[src/rtl/raisin64_pkg.sv]
// raisin64_pkg: shared pipeline constants and types.
//   RN_W      register-number width
//   DATA_W    result width
//   REG_ZERO  register number meaning "no write"
//   ch_idx_e  execution-channel index used by pipeline wiring
package raisin64_pkg;

   localparam int RN_W   = 6;
   localparam int DATA_W = 64;

   localparam logic [RN_W-1:0] REG_ZERO = '0;

   typedef enum logic [2:0] {
      ALU1    = 3'd0,
      ALU2    = 3'd1,
      ADVINT  = 3'd2,
      MEMUNIT = 3'd3,
      BRANCH  = 3'd4
   } ch_idx_e;

endpackage

[src/rtl/rr_pick.sv]
// rr_pick: combinational round-robin picker.
// Returns the first set bit of req_i, searching from start_i upward and
// wrapping at NUM_CH-1 back to 0.
//   req_i    request mask, one bit per channel
//   start_i  channel the search begins at (must be < NUM_CH)
//   idx_o    index of the first requesting channel (0 when none found)
//   found_o  1 when any request bit is set
module rr_pick
   import raisin64_pkg::*;
#(
   parameter  int NUM_CH = 5,
   localparam int PTR_W  = $clog2(NUM_CH)
) (
   input  logic [NUM_CH-1:0] req_i,
   input  logic [PTR_W-1:0]  start_i,
   output logic [PTR_W-1:0]  idx_o,
   output logic              found_o
);

   // One extra bit so start + offset cannot overflow before the wrap.
   logic [PTR_W:0] cand;

   always_comb begin
      idx_o   = '0;
      found_o = 1'b0;
      cand    = '0;
      for (int i = 0; i < NUM_CH; i++) begin
         cand = {1'b0, start_i} + (PTR_W+1)'(i);
         if (cand >= (PTR_W+1)'(NUM_CH)) begin
            cand = cand - (PTR_W+1)'(NUM_CH);
         end
         if (!found_o && req_i[cand[PTR_W-1:0]]) begin
            found_o = 1'b1;
            idx_o   = cand[PTR_W-1:0];
         end
      end
   end

endmodule

[src/rtl/commit_arbiter.sv]
// commit_arbiter: round-robin writeback arbiter from NUM_CH execution
// channels onto NUM_WP register-file write ports.
//   clk, rst_n  clock, asynchronous active-low reset
//   ch_valid    channel i has a result pending
//   ch_rn       destination register per channel (0 = no write)
//   ch_data     result per channel
//   ch_stall    combinational backpressure: requesting but not granted
//   wr_rn       registered write register per port (0 = port idle)
//   wr_data     registered write data per port
//   rr_ptr      round-robin start channel for the current cycle
// Grant k goes to port k. A channel whose rn matches an earlier grant in
// the same cycle is stalled so one register never gets two writes at once.
// Valid/ready contract: ch_stall=0 with ch_valid=1 means the result is
// taken this cycle; ch_stall=1 means the channel must hold valid/rn/data.
module commit_arbiter
   import raisin64_pkg::*;
#(
   parameter  int NUM_CH = 5,
   parameter  int NUM_WP = 2,
   parameter  int DATA_W = raisin64_pkg::DATA_W,
   parameter  int RN_W   = raisin64_pkg::RN_W,
   localparam int PTR_W  = $clog2(NUM_CH)
) (
   input  logic                     clk,
   input  logic                     rst_n,
   input  logic [NUM_CH-1:0]        ch_valid,
   input  logic [NUM_CH*RN_W-1:0]   ch_rn,
   input  logic [NUM_CH*DATA_W-1:0] ch_data,
   output logic [NUM_CH-1:0]        ch_stall,
   output logic [NUM_WP*RN_W-1:0]   wr_rn,
   output logic [NUM_WP*DATA_W-1:0] wr_data,
   output logic [PTR_W-1:0]         rr_ptr
);

   logic [NUM_CH-1:0]        req;
   logic [NUM_CH-1:0]        grant;
   logic [PTR_W-1:0]         ptr_q, ptr_d;
   logic [NUM_WP*RN_W-1:0]   wr_rn_q, wr_rn_d;
   logic [NUM_WP*DATA_W-1:0] wr_data_q, wr_data_d;

   // Per-port results exported from the stage chain; nothing inside the
   // chain reads these, which keeps the chain free of combinational loops.
   logic [NUM_CH-1:0] port_grant [NUM_WP];
   logic              port_found [NUM_WP];
   logic [PTR_W-1:0]  port_idx   [NUM_WP];
   logic [RN_W-1:0]   port_rn    [NUM_WP];
   logic [DATA_W-1:0] port_data  [NUM_WP];

   // rn=0 results are accepted and dropped, so they never request.
   always_comb begin
      req = '0;
      for (int i = 0; i < NUM_CH; i++) begin
         req[i] = ch_valid[i] && (ch_rn[i*RN_W +: RN_W] != RN_W'(REG_ZERO));
      end
   end

   for (genvar k = 0; k < NUM_WP; k++) begin : g_stage
      logic [NUM_CH-1:0] avail_in;
      logic [NUM_CH-1:0] avail_out;
      logic [NUM_CH-1:0] same_rn;
      logic [PTR_W-1:0]  idx;
      logic              found;
      logic [RN_W-1:0]   sel_rn;

      if (k == 0) begin : g_first
         assign avail_in = req;
      end else begin : g_next
         assign avail_in = g_stage[k-1].avail_out;
      end

      // Every stage starts at rr_ptr; earlier grants are already masked out,
      // so each stage lands on the next requester in walk order.
      rr_pick #(.NUM_CH(NUM_CH)) u_pick (
         .req_i   (avail_in),
         .start_i (ptr_q),
         .idx_o   (idx),
         .found_o (found)
      );

      assign sel_rn = ch_rn[idx*RN_W +: RN_W];

      // Includes the granted channel itself, so one mask removes both the
      // grant and any later channel targeting the same register.
      always_comb begin
         same_rn = '0;
         for (int i = 0; i < NUM_CH; i++) begin
            same_rn[i] = (ch_rn[i*RN_W +: RN_W] == sel_rn);
         end
      end

      assign avail_out     = found ? (avail_in & ~same_rn) : avail_in;
      assign port_grant[k] = found ? (NUM_CH'(1) << idx) : '0;
      assign port_found[k] = found;
      assign port_idx[k]   = idx;
      assign port_rn[k]    = sel_rn;
      assign port_data[k]  = ch_data[idx*DATA_W +: DATA_W];
   end

   always_comb begin
      grant     = '0;
      wr_rn_d   = '0;
      wr_data_d = '0;
      ptr_d     = ptr_q;
      for (int k = 0; k < NUM_WP; k++) begin
         grant = grant | port_grant[k];
         if (port_found[k]) begin
            wr_rn_d[k*RN_W +: RN_W]       = port_rn[k];
            wr_data_d[k*DATA_W +: DATA_W] = port_data[k];
            // Found flags are contiguous from port 0, so the last hit wins.
            ptr_d = (port_idx[k] == PTR_W'(NUM_CH-1)) ? '0
                                                       : port_idx[k] + PTR_W'(1);
         end
      end
   end

   assign ch_stall = req & ~grant;

   always_ff @(posedge clk or negedge rst_n) begin
      if (!rst_n) begin
         wr_rn_q   <= '0;
         wr_data_q <= '0;
         ptr_q     <= '0;
      end else begin
         wr_rn_q   <= wr_rn_d;
         wr_data_q <= wr_data_d;
         ptr_q     <= ptr_d;
      end
   end

   assign wr_rn   = wr_rn_q;
   assign wr_data = wr_data_q;
   assign rr_ptr  = ptr_q;

endmodule

[config.mk]
export PLATFORM = sky130hd
export DESIGN_NAME = commit_arbiter
export DESIGN_NICKNAME = d
export VERILOG_FILES = /design/src/rtl/raisin64_pkg.sv /design/src/rtl/rr_pick.sv /design/src/rtl/commit_arbiter.sv
export SDC_FILE = /design/constraint.sdc
export NUM_CORES = 1
export LEC_CHECK = 0
export BUFFER_PORTS_ARGS = -buffer_cell sky130_fd_sc_hd__buf_4
export CORE_AREA = 3 3 193 195
export DETAILED_ROUTE_END_ITERATION = 16
export DIE_AREA = 0 0 196 198
export PLACE_DENSITY = 0.57
export SYNTH_ARGS = -nofsm -noshare
export SYNTH_HDL_FRONTEND = slang
export SYNTH_HIERARCHICAL = 1
export SYNTH_SLANG_ARGS = --single-unit
[constraint.sdc]
create_clock -name clk -period 13.6 [get_ports clk]
set_input_delay 2.72 -clock clk [delete_from_list [all_inputs] [get_ports clk]]
set_output_delay 2.72 -clock clk [all_outputs]
set_load 0.02 [all_outputs]
==> results.py <==
metrics = {
    "status": {
        "status": "finished clean",
    },
    "clock_tree": {
        "clkTransAtPathRegs_ns": 0.06,
        "cts_sinks": 143,
        "ctsHtreeMaxLevel": 4,
        "worstSkewPairLatency_ns": 0.45,
        "cts_tree": "done",
        "cts_buffer_depth": 2,
        "ctsHoldBuffers": 0,
        "numCtsBuffers": 17,
        "cts_root_buf": "clkbuf_16",
    },
    "worst_setup_path": {
        "critPathRequiredTime_ns": 10.88,
        "critical-path-max-stage-delay_ns": 0.82,
        "cp-end-kind": "output port",
        "r2r_cells": 27,
        "rr_endpoint": "wr_data[68]$_DFF_PN0_",
        "path_max_fanout": 16,
        "cp_common_cell": "buf_4",
        "cp-start-kind": "input pin",
        "crit_type": "input pin to output port",
        "cp_slowest_cell": "nor4_1",
        "startpoint": "ch_rn[7]",
        "worstPathArrival_ns": 10.61,
        "regToRegSetupSlack_ns": 4.45,
        "rr_startpoint": "rr_ptr[0]$_DFFE_PN0P_",
    },
    "place": {
        "portBuffers": 504,
        "post_dp_cell_area_um2": 15800,
        "dp.cells": 1859,
        "gp_congestion": 0.912,
        "hpwlAfterDp_um": 40600,
    },
    "yosys": {
        "synth_top_cell_by_area": "dfrtp_1",
        "synth_top_area_frac": 0.311,
        "syn_avg_cell_area_um2": 12.1,
        "ys_seq_area_frac": 0.311,
        "synth-edff-count": 0,
        "async_flop_share": 1.00,
        "synth_most_common_cell": "dfrtp_1",
        "ys.warnings.count": 6,
        "yosys-top-cells-area": "dfrtp_1 (31%), mux4_2 (27%), a22o_1 (8.8%)",
        "yosys_most_used_dff": "dfrtp_1",
        "syn_area_um2": 11500,
        "synth_common_cells": "dfrtp_1 (143), mux4_2 (138), a22o_1 (116)",
        "postSynthCellCount": 946,
        "ys_ff_latch": 143,
        "synth_fp_nets": 1331,
        "synth_cell_type_count": 80,
    },
    "routing": {
        "wl_per_cell_um": 28.5,
        "wl_met3_um": 3930,
        "ant_nets": 0,
        "drt_pass1_iterations": 5,
        "top_layer_used": "met5",
        "met1_length_um": 21200,
        "avgViaCountPerCell": 5.90,
        "wl_met2_um": 27300,
        "routed_wl_um": 54100,
        "drt_first_iter_violations": 718,
        "vias": 11200,
        "drc": 0,
    },
    "layout": {
        "stdcell_count": 1898,
        "area_delta_synth_final_pct": 43.3,
        "utilization": 0.463,
        "num_antenna_cells": 0,
        "drive_above_1_share": 0.529,
        "stdcell_area_um2": 16500,
        "nets": 1809,
    },
    "floorplanning": {
        "io_pins": 505,
        "dieArea_um2": 38800,
        "start_util": 0.323,
        "rows": 69,
        "dieWidth_um": 196,
        "dieHeight_um": 198,
        "core-area_um2": 35600,
    },
    "timing": {
        "tightest_slew_ns": 1.03,
        "fin_tns_setup_ns": 0,
        "fmax_mhz": 75.0,
        "fin_skew_ns": 0.00587,
        "finalSetupViolations": 0,
        "fin_crit_sh": 0.980,
        "slew_viol_final": 0,
        "min_period_ns": 13.33,
        "hold_viol": 0,
        "max-slew-margin-rel": 0.315,
    },
    "global_route": {
        "grt_pass1_vias": 11200,
        "grt_max_degree": 94,
        "overflow": 0,
        "track_usage": 0.261,
        "grt_pass1_wl_um": 76100,
        "grt_antenna_before_repair": 1,
    },
    "worst_hold_path": {
        "hold_path.class": "flop to flop",
        "min_path_cells": 3,
        "whs_endpoint": "rr_ptr[2]$_DFFE_PN0P_",
        "min_from": "rr_ptr[2]$_DFFE_PN0P_",
    },
    "flow_run": {
        "drv_cap": 0,
    },
}
placed cells by master, fill, tap and decap left out, types with 6 or more instances in the layout:
cell and count:
or4_1 6, a22o_1 116, inv_1 38, o211ai_1 7, mux4_2 138, a21oi_1 20, clkbuf_16 17, xor2_1 11
nor2_1 37, nor3b_1 8, ha_1 26, and3_1 10, nor2b_1 28, a2bb2oi_1 6, o21a_1 6, mux2i_1 24
and2_1 8, nor3_1 8, a31oi_1 8, nor4_1 6, nand2b_1 7, buf_4 535, dfrtp_1 143, nand2_1 25
xnor2_1 13, o21ai_0 18, a22oi_1 19, mux2_2 6
cells by family after synthesis:
family,share of synthesized area
AO/OA/AOI/OAI,0.197
XOR/XNOR,0.0183
flip-flops,0.311
multiplexers,0.300
adder cells (fa/ha/maj),0.0318
buffers and inverters,0.0454
AND/OR/NAND/NOR,0.0952
timing repair:
item / in CTS / in global routing
setup endpoints to repair: 0 / 5
endpoints found under the hold margin: 0 / 0
buffers inserted: 0 / 5
gates resized for setup: 0 / 11
registers in the layout, indices dropped and copies added (netlist names):
name	count
wr_data	128
wr_rn	12
rr_ptr	3
critical path, delay by kind of cell:
family | cells | cell delay, ns
multiplexers | 5 | 1.71
buffers and inverters | 6 | 0.98
AO/OA/AOI/OAI | 7 | 2.21
adder cells (fa/ha/maj) | 1 | 0.20
AND/OR/NAND/NOR | 7 | 2.74
per-stage QoR:
stage / hold slack, ns / setup slack, ns
6_report: 0.788 / 0.266
3_5_place_dp: 0.783 / 0.172
5_1_grt: 0.856 / -0.0622
2_1_floorplan: 0.745 / 0.782
3_3_place_gp: 0.775 / 0.196
4_1_cts: 0.791 / 0.145
worst max path at each step:
stage                  endpoint
finish              ch_stall[1]
global route        ch_stall[4]
CTS                 ch_stall[3]
detailed placement  ch_stall[3]
global placement    ch_stall[2]
floorplan           ch_stall[4]
routing by layer:
metal | vias to the layer above | track usage
li1 | 4807 | -
met1 | 5778 | 0.338
met2 | 524 | 0.447
met3 | 84 | 0.0500
met4 | 2 | 0.0763
met5 | - | 0
final cells by class:
type	count	area [um2]
Fill cell	3296	19100
Multi-Input combinational cell	688	7540
Timing Repair Buffer	536	4030
Sequential cell	143	3580
Tap cell	461	577
Clock buffer	19	453
Inverter	38	143
Clock inverter	13	136
Power is not shown: default switching activity piles up to over one toggle a cycle in this logic, so the estimate is an artifact.
